[src/rtl/seg7_driver_pkg.sv]
// Shared types and glyph table for the multi-digit 7-segment display driver.
package seg7_driver_pkg;

  // Active-low segments: bit 7 = dp, bits 6:0 = g..a
  typedef logic [7:0] seg7p_t;

  typedef enum logic [1:0] {
    OFF    = 2'd0,
    STATIC = 2'd1,
    BLINK  = 2'd2,
    SCROLL = 2'd3
  } disp_mode_t;

  localparam seg7p_t SEG7_BLANK = 8'hFF;

  // Hex glyphs 0-F with the decimal point dark
  localparam seg7p_t SEG7_GLYPH [16] = '{
    8'hC0, 8'hF9, 8'hA4, 8'hB0, 8'h99, 8'h92, 8'h82, 8'hF8,
    8'h80, 8'h90, 8'h88, 8'h83, 8'hC6, 8'hA1, 8'h86, 8'h8E
  };

endpackage

[src/rtl/seg7_driver_decode.sv]
// Single-digit decoder: nibble plus dp to active-low segments, with blanking.
module seg7_decode
  import seg7_driver_pkg::*;
(
  input  logic [3:0] nibble,
  input  logic       dp,
  input  logic       blank,
  output seg7p_t     seg
);

  // A blanked digit still shows its decimal point when requested
  always_comb begin
    seg    = blank ? SEG7_BLANK : SEG7_GLYPH[nibble];
    seg[7] = ~dp;
  end

endmodule

[src/rtl/seg7_driver.sv]
// Multi-digit 7-segment driver with off/static/blink/scroll modes and
// leading-zero blanking; segment outputs are registered.
module seg7_driver
  import seg7_driver_pkg::*;
#(
  parameter int NUM_DIGITS = 6,
  parameter int CLK_HZ     = 50_000_000,
  parameter int BLINK_HZ   = 2,
  parameter int SCROLL_HZ  = 4
) (
  input  logic                    clk,
  input  logic                    rst_,
  input  logic [4*NUM_DIGITS-1:0] value,
  input  logic [NUM_DIGITS-1:0]   dp,
  input  disp_mode_t              mode,
  input  logic                    lzb,
  input  logic                    load_valid,
  output logic                    load_ready,
  output seg7p_t [NUM_DIGITS-1:0] hex_
);

  localparam int BH = CLK_HZ / (2 * BLINK_HZ);
  localparam int SP = CLK_HZ / SCROLL_HZ;
  localparam int BW = (BH > 1) ? $clog2(BH) : 1;
  localparam int SW = (SP > 1) ? $clog2(SP) : 1;
  localparam int PW = (NUM_DIGITS > 1) ? $clog2(NUM_DIGITS) : 1;
  localparam logic [BW-1:0] BTC = BW'(BH - 1);
  localparam logic [SW-1:0] STC = SW'(SP - 1);
  localparam logic [PW-1:0] PTC = PW'(NUM_DIGITS - 1);

  disp_mode_t              mode_q, mode_d;
  logic [4*NUM_DIGITS-1:0] value_q, value_d;
  logic [NUM_DIGITS-1:0]   dp_q, dp_d;
  logic                    lzb_q, lzb_d;
  logic [BW-1:0]           bpre_q, bpre_d;
  logic [SW-1:0]           spre_q, spre_d;
  logic [PW-1:0]           pos_q, pos_d;
  logic                    phase_on_q, phase_on_d;
  seg7p_t [NUM_DIGITS-1:0] hex_q, hex_d;

  logic load_acc;

  assign load_ready = (mode_q != SCROLL) || ((pos_q == '0) && (spre_q == STC));
  assign load_acc   = load_valid && load_ready;
  assign hex_       = hex_q;

  always_ff @(posedge clk or negedge rst_) begin
    if (!rst_) begin
      mode_q     <= OFF;
      value_q    <= '0;
      dp_q       <= '0;
      lzb_q      <= 1'b0;
      bpre_q     <= '0;
      spre_q     <= '0;
      pos_q      <= '0;
      phase_on_q <= 1'b1;
      hex_q      <= '1;
    end else begin
      mode_q     <= mode_d;
      value_q    <= value_d;
      dp_q       <= dp_d;
      lzb_q      <= lzb_d;
      bpre_q     <= bpre_d;
      spre_q     <= spre_d;
      pos_q      <= pos_d;
      phase_on_q <= phase_on_d;
      hex_q      <= hex_d;
    end
  end

  // Only the active mode's prescaler runs; a load restarts the animation
  always_comb begin
    mode_d     = mode_q;
    value_d    = value_q;
    dp_d       = dp_q;
    lzb_d      = lzb_q;
    bpre_d     = '0;
    spre_d     = '0;
    pos_d      = pos_q;
    phase_on_d = phase_on_q;
    case (mode_q)
      BLINK: begin
        if (bpre_q == BTC) begin
          phase_on_d = ~phase_on_q;
        end else begin
          bpre_d = bpre_q + BW'(1);
        end
      end
      SCROLL: begin
        if (spre_q == STC) begin
          pos_d = (pos_q == PTC) ? '0 : pos_q + PW'(1);
        end else begin
          spre_d = spre_q + SW'(1);
        end
      end
      default: ;
    endcase
    if (load_acc) begin
      mode_d     = mode;
      value_d    = value;
      dp_d       = dp;
      lzb_d      = lzb;
      bpre_d     = '0;
      spre_d     = '0;
      pos_d      = '0;
      phase_on_d = 1'b1;
    end
  end

  logic [3:0] nib    [NUM_DIGITS];
  logic       blank_raw [NUM_DIGITS];
  logic [3:0] dnib   [NUM_DIGITS];
  logic       ddp    [NUM_DIGITS];
  logic       dblank [NUM_DIGITS];
  seg7p_t     dec_seg [NUM_DIGITS];
  logic       seen;
  logic       show;

  // Blanking is decided on the unrotated vector, then rotated with it
  always_comb begin
    seen = 1'b0;
    for (int i = 0; i < NUM_DIGITS; i++) begin
      nib[i]       = value_q[4*i +: 4];
      blank_raw[i] = 1'b0;
    end
    for (int i = NUM_DIGITS - 1; i > 0; i--) begin
      seen         = seen | (nib[i] != 4'h0);
      blank_raw[i] = lzb_q & ~seen;
    end
    for (int i = 0; i < NUM_DIGITS; i++) begin
      dnib[i]   = nib[i];
      ddp[i]    = dp_q[i];
      dblank[i] = blank_raw[i];
    end
    for (int p = 1; p < NUM_DIGITS; p++) begin
      if (pos_q == PW'(p)) begin
        for (int i = 0; i < NUM_DIGITS; i++) begin
          dnib[i]   = nib[(i - p + NUM_DIGITS) % NUM_DIGITS];
          ddp[i]    = dp_q[(i - p + NUM_DIGITS) % NUM_DIGITS];
          dblank[i] = blank_raw[(i - p + NUM_DIGITS) % NUM_DIGITS];
        end
      end
    end
  end

  for (genvar g = 0; g < NUM_DIGITS; g++) begin : g_dec
    seg7_decode u_dec (
      .nibble (dnib[g]),
      .dp     (ddp[g]),
      .blank  (dblank[g]),
      .seg    (dec_seg[g])
    );
  end

  always_comb begin
    show = (mode_q == STATIC) || (mode_q == SCROLL) ||
           ((mode_q == BLINK) && phase_on_q);
    for (int i = 0; i < NUM_DIGITS; i++) begin
      hex_d[i] = show ? dec_seg[i] : SEG7_BLANK;
    end
  end

endmodule

[config.mk]
export PLATFORM = sky130hd
export DESIGN_NAME = seg7_driver
export DESIGN_NICKNAME = d
export VERILOG_FILES = /design/src/rtl/seg7_driver_pkg.sv /design/src/rtl/seg7_driver_decode.sv /design/src/rtl/seg7_driver.sv
export SDC_FILE = /design/constraint.sdc
export NUM_CORES = 1
export LEC_CHECK = 0
export CAP_MARGIN = 40
export CORE_MARGIN = 2
export CORE_UTILIZATION = 59
export DETAILED_ROUTE_END_ITERATION = 8
export MAX_ROUTING_LAYER = met4
export PLACE_DENSITY = 0.78
export SYNTH_ARGS = -nofsm -noshare
export SYNTH_HDL_FRONTEND = slang
export SYNTH_SLANG_ARGS = --single-unit
[constraint.sdc]
create_clock -name clk -period 10 [get_ports clk]
set_input_delay 2.5 -clock clk [delete_from_list [all_inputs] [get_ports clk]]
set_output_delay 2.5 -clock clk [all_outputs]
set_load 0.1 [all_outputs]
* Word level (Yosys, flattened, before mapping)
Memory sizes are Yosys's and may differ from the RTL's.
Index checks and enable logic that the tools add are counted.
** Cells by class
- Reductions and logical operators :: 18
- Muxes and demuxes :: 52
- Div/mod/pow operators :: 0
- Eq/ne operators :: 11
- Multiply operators :: 0
- Add/subtract/negate cells :: 3
- $lt $le $gt $ge :: 6
- Bitwise operators :: 27
- Shifts and indexed selects :: 0
** Operator list (count)
- 24-bit 2-to-1 mux :: 11
- 7-bit 2-to-1 mux :: 18
- 6-bit 2-to-1 mux :: 10
- 24-bit by 1-bit adder with 24-bit output, second input constant :: 2
- 24-bit equality test, second input constant :: 2
- 8-bit 2-to-1 mux :: 6
- 5-bit greater-or-equal comparator, second input constant :: 6
- 4-bit NOT with 5-bit output :: 6
- 4-bit nonzero test :: 5
- 3-bit 2-to-1 mux :: 4
- 1-bit NOT :: 12
- 2-bit nonzero test :: 4
- 3-bit by 2-bit equality test with 1-bit output, second input constant :: 2
- 3-bit equality test, second input constant :: 2
- 1-bit bitwise AND :: 5
- 2-bit equality test, second input constant :: 2
- 1-bit OR :: 4
- 2-bit AND reduction :: 2
- 3-bit by 1-bit adder with 3-bit output, second input constant :: 1
- 3-bit by 1-bit equality test with 1-bit output, second input constant :: 1
- 1-bit logical AND :: 3
- 3-bit zero test :: 1
- 1-bit logical OR :: 3
- 1-bit 2-to-1 mux :: 3
- 2 further kinds :: 2
** Storage, ports and cells
- Word-level logic and storage cells :: 137
- Memories :: 6
- Latch bits :: 0
- RAM bits :: 0
- Bits in read-only memories :: 768
- Flip-flop bits (word level) :: 133
** Memories
- (name not given) :: depth 16, width 8, rd ports 1, clocked after memory_dff 0, write ports 0, RTL line seg7_driver_decode.sv:13 : seg = blank ? SEG7_BLANK : SEG7_GLYPH[nibble];
- (name not given) :: depth 16, width 8, rd ports 1, clocked after memory_dff 0, write ports 0, RTL line seg7_driver_decode.sv:13
- (name not given) :: depth 16, width 8, rd ports 1, clocked after memory_dff 0, write ports 0, RTL line seg7_driver_decode.sv:13
- (name not given) :: depth 16, width 8, rd ports 1, clocked after memory_dff 0, write ports 0, RTL line seg7_driver_decode.sv:13
- (name not given) :: depth 16, width 8, rd ports 1, clocked after memory_dff 0, write ports 0, RTL line seg7_driver_decode.sv:13
- (name not given) :: depth 16, width 8, rd ports 1, clocked after memory_dff 0, write ports 0, RTL line seg7_driver_decode.sv:13

* Logic depth before layout (Yosys ltp)
- Word-level depth :: 14
- Depth in mapped cells :: 18

* Hierarchy
Synthesis repeated with hierarchy kept, for this count alone.
** Unflattened totals
- Cells, all modules :: 944
- Area total of the unflattened synthesis :: 9003.6 um2
** Modules (own cells, without submodules)
- seg7_driver :: sequential area each 3389.5 um2, cells an instance 720, area each 7231.9 um2, times used 1
- seg7_decode (g_dec[2].u_dec ...) :: sequential area each 0.0 um2, cells an instance 36, area each 302.8 um2, times used 4
- seg7_decode (g_dec[0].u_dec ...) :: sequential area each 0.0 um2, cells an instance 40, area each 280.3 um2, times used 2

* Worst setup path after synthesis
OpenSTA, ideal clock, no wires.
- Kind :: flip-flop to output port
- Start :: reg spre_q[0]
- End :: out load_ready
- Slack :: 5.449 ns
- Stages on the path, launching flop included :: 6
- Path buffers :: 0
- Data arrival time :: 2.051 ns
- Path through :: dfrtp_1 -> ha_1 -> and4_1 -> nand4_1 -> or2_2 -> o21bai_2
** Between the ends
- Longest elaborated chain between the ends :: 3
** RTL lines
- from (decl) :: RTL line seg7_driver.sv:36 : logic [SW-1:0] spre_q, spre_d;
- from (signal assigned) :: RTL line seg7_driver.sv:64 : spre_q <= spre_d;
- 24-bit equality test :: RTL line seg7_driver.sv:43 : assign load_ready = (mode_q != SCROLL) || ((pos_q == '0) && (spre_q == STC));
- 1-bit logical AND :: RTL line seg7_driver.sv:43
- 1-bit logical OR :: RTL line seg7_driver.sv:43
- to (decl) :: RTL line seg7_driver.sv:18 : output logic load_ready,
Every way passes these cells.

* Worst setup path after layout
Same ends and word-level chain as after synthesis.

==> impl_metrics.env <==
export IMPL_status="complete, no violations"
export IMPL_synth_top_area_share_pct=23.6
export IMPL_dr_pass1_iters=9
export IMPL_ctsHoldBuffers=0
export IMPL_grt_pass1_wl_um=36900
export IMPL_port_buffers=84
export IMPL_cts_tree="done"
export IMPL_htreeDepth=4
export IMPL_synth_cells=920
export IMPL_rows=44
export IMPL_clockRootBuffer="clkbuf_16"
export IMPL_die_area_mm2=0.0161
export IMPL_hpwl_um=15200
export IMPL_final_min_period_over_clock_period_pct=51.4
export IMPL_fin_worst_skew_ns=0.00814
export IMPL_worst_pin_slew_ns=0.941
export IMPL_fin_worst_hold_slack_ns=0.457
export IMPL_ys_async_sr_fraction_pct=100
export IMPL_drt_total_wl_um=22200
export IMPL_syn_nets=1001
export IMPL_coreArea_mm2=0.0146
export IMPL_antenna_found_initial=0
export IMPL_critPathLaunchType="flip-flop"
export IMPL_die_height_um=127
export IMPL_synth_distinct_cells=88
export IMPL_synth_seq_cells=133
export IMPL_ioPinCount=85
export IMPL_layout_nets=1112
export IMPL_clk_path_buf_depth=2
export IMPL_yosysSeqAreaShare_pct=38.0
export IMPL_avgViaCountPerCell=6.20
export IMPL_fmax_ghz=0.195
export IMPL_synth_most_common_cell="nor2_1"
export IMPL_grt_start_max_net_pins=72
export IMPL_maxCapViolations=0
export IMPL_area_growth_pct=24.5
export IMPL_netlist_top_cells_count="100 x nor2_1, 84 x dfrtp_1, 72 x nand2_1"
export IMPL_grt_pass1_vias=7356
export IMPL_rsz0062_at_grt="false"
export IMPL_crit_fanout=4
export IMPL_relSlewSlack_pct=37.3
export IMPL_yosysWarningCount=0
export IMPL_p_per_area_mw_per_mm2=297
export IMPL_grt_overflow=0
export IMPL_p_leak_nw=4.54
export IMPL_num_vias=7612
export IMPL_synth_edf_count=0
export IMPL_post_drt_wl_per_cell_um=18.1
export IMPL_clkTransAtPathRegs_ns=0.06
export IMPL_cts_sinks=133
export IMPL_irDropWorstVdd_uv=291
export IMPL_ys_top_cells_by_area="dfrtp_1 24%, dfstp_2 14%, ha_1 6.3%"
export IMPL_fillers=1020
export IMPL_post_cts_resize_count=0
export IMPL_clock_latency_ns=0.42
export IMPL_slew_violations=0
export IMPL_numCtsBuffers=17
export IMPL_drc_errors=0
export IMPL_regArea_mm2=0.00339
export IMPL_dieWidth_um=127
export IMPL_ys_flop_type="dfrtp_1"
export IMPL_synth_area_mm2=0.00892
export IMPL_initial_utilization_pct=60.9
export IMPL_syn_area_per_cell_um2=9.69
export IMPL_path_class="reg2out"
export IMPL_min_period_ns=5.14
export IMPL_tns_ns=0
export IMPL_post_cts_buffers=0
export IMPL_cp_required_ns=7.50
export IMPL_critPathCaptureType="output pin"
export IMPL_gp_congestion=0.997
export IMPL_finalSetupViolations=0
export IMPL_post_route_cell_area_mm2=0.0111
export IMPL_yosysTopAreaCell="dfrtp_1"
export IMPL_place_area_mm2=0.0106
export IMPL_arrival_ns=2.64
export IMPL_multiInputGateArea_mm2=0.00508
export IMPL_initialDrtViolationCount=864
export IMPL_hp_class="reg2reg"
export IMPL_gr_usage_all_layers_pct=29.4
export IMPL_n_antenna_cell=0
export IMPL_antenna_left=0
export IMPL_hold_violations=0
export IMPL_layout_drive_gt1_share_pct=21.6
[flip-flops by register name, indices dropped and copies added (netlist names)]
name,flops
bpre_q,24
dp_q,6
hex_,48
lzb_q,1
mode_q,2
phase_on_q,1
pos_q,3
spre_q,24
value_q,24
[per-stage QoR]
step                      setup slack [ns]  power (mW)  cells  util [%]
after floorplan                       5.45        2.04    920         -
final                                 4.86        3.30   1228      75.8
after global routing                  4.65        3.43   1228      75.8
after global placement                4.93        2.35   1144      66.5
after CTS                             4.84        3.30   1228      75.8
after detailed placement              5.30        2.71   1196      72.0
[cell usage in the layout, fill, tap and decap left out, drive strengths merged, types with 8 or more instances in the layout]
cell type,count
dfstp,49
nand2,73
nand3,28
nor3b,10
a221o,9
o211ai,9
xor2,27
and3,13
o22ai,14
ha,45
clkdlybuf4s50,83
or2,8
a21oi,34
dfrtp,84
inv,38
nor3,11
nor2,101
mux2,41
xnor2,19
o21ai,39
o221ai,21
and2,9
or3,12
clkbuf,20
nand2b,15
a221oi,9
mux2i,43
buf,62
nand4,11
[power by group]
group | leakage (nW) | switching, mW | total, mW | internal, mW
clock network | 0.270 | 0.239 | 0.587 | 0.348
registers | 1.61 | 0.119 | 0.858 | 0.739
logic | 2.66 | 1.17 | 1.85 | 0.685
total | 4.54 | 1.53 | 3.30 | 1.77
[critical path, cell delays in order, from the launching register on]
cell and delay (ns):
dfrtp_1 0.39, ha_1 0.22, and4_1 0.27, nand4_1 0.12, or2_2 0.33, o21bai_2 0.15, clkdlybuf4s50_1 0.53, buf_8 0.20
[layout make-up]
type                            count  area share, %
Multi-Input combinational cell    698           45.7
Sequential cell                   133           30.5
Timing Repair Buffer              145           15.5
Clock buffer                       20           4.02
Tap cell                          184           2.07
Inverter                           36           1.22
Clock inverter                     12          0.947
[layer usage]
layer | track usage (%) | up-vias | share of wire [%]
li1 | - | 3555 | -
met1 | 38.1 | 3684 | 42
met2 | 46.5 | 325 | 48
met3 | 5.69 | 48 | 7.1
met4 | 10.0 | 0 | 2.0
met5 | - | - | 0
[logic make-up (layout without fill, tap and decap cells)]
| kind of cell | count (synthesis) | count (layout) | synth area share, % |
|---|---|---|---|
| adder cells (fa/ha/maj) | 45 | 45 | 6.31 |
| flip-flops | 133 | 133 | 38.0 |
| multiplexers | 85 | 85 | 10.3 |
| AND/OR/NAND/NOR | 322 | 322 | 18.7 |
| XOR/XNOR | 46 | 46 | 4.60 |
| AO/OA/AOI/OAI | 200 | 200 | 17.0 |
| buffers and inverters | 89 | 213 | 5.11 |
[worst paths after layout]
check	start	end	slack [ns]	cells after the start
worst max-delay path	spre_q[0]	load_ready	4.86	7
worst min register to register	bpre_q[0]	bpre_q[0]	0.46	1
worst min-delay path	bpre_q[0]	bpre_q[0]	0.46	1
worst max register to register	pos_q[0]	hex_[43]	5.80	9
max in group asynchronous	rst_	hex_[29]	6.82	3
min in group asynchronous	rst_	dp_q[1]	2.09	1
(Power assumes the default switching activity.)
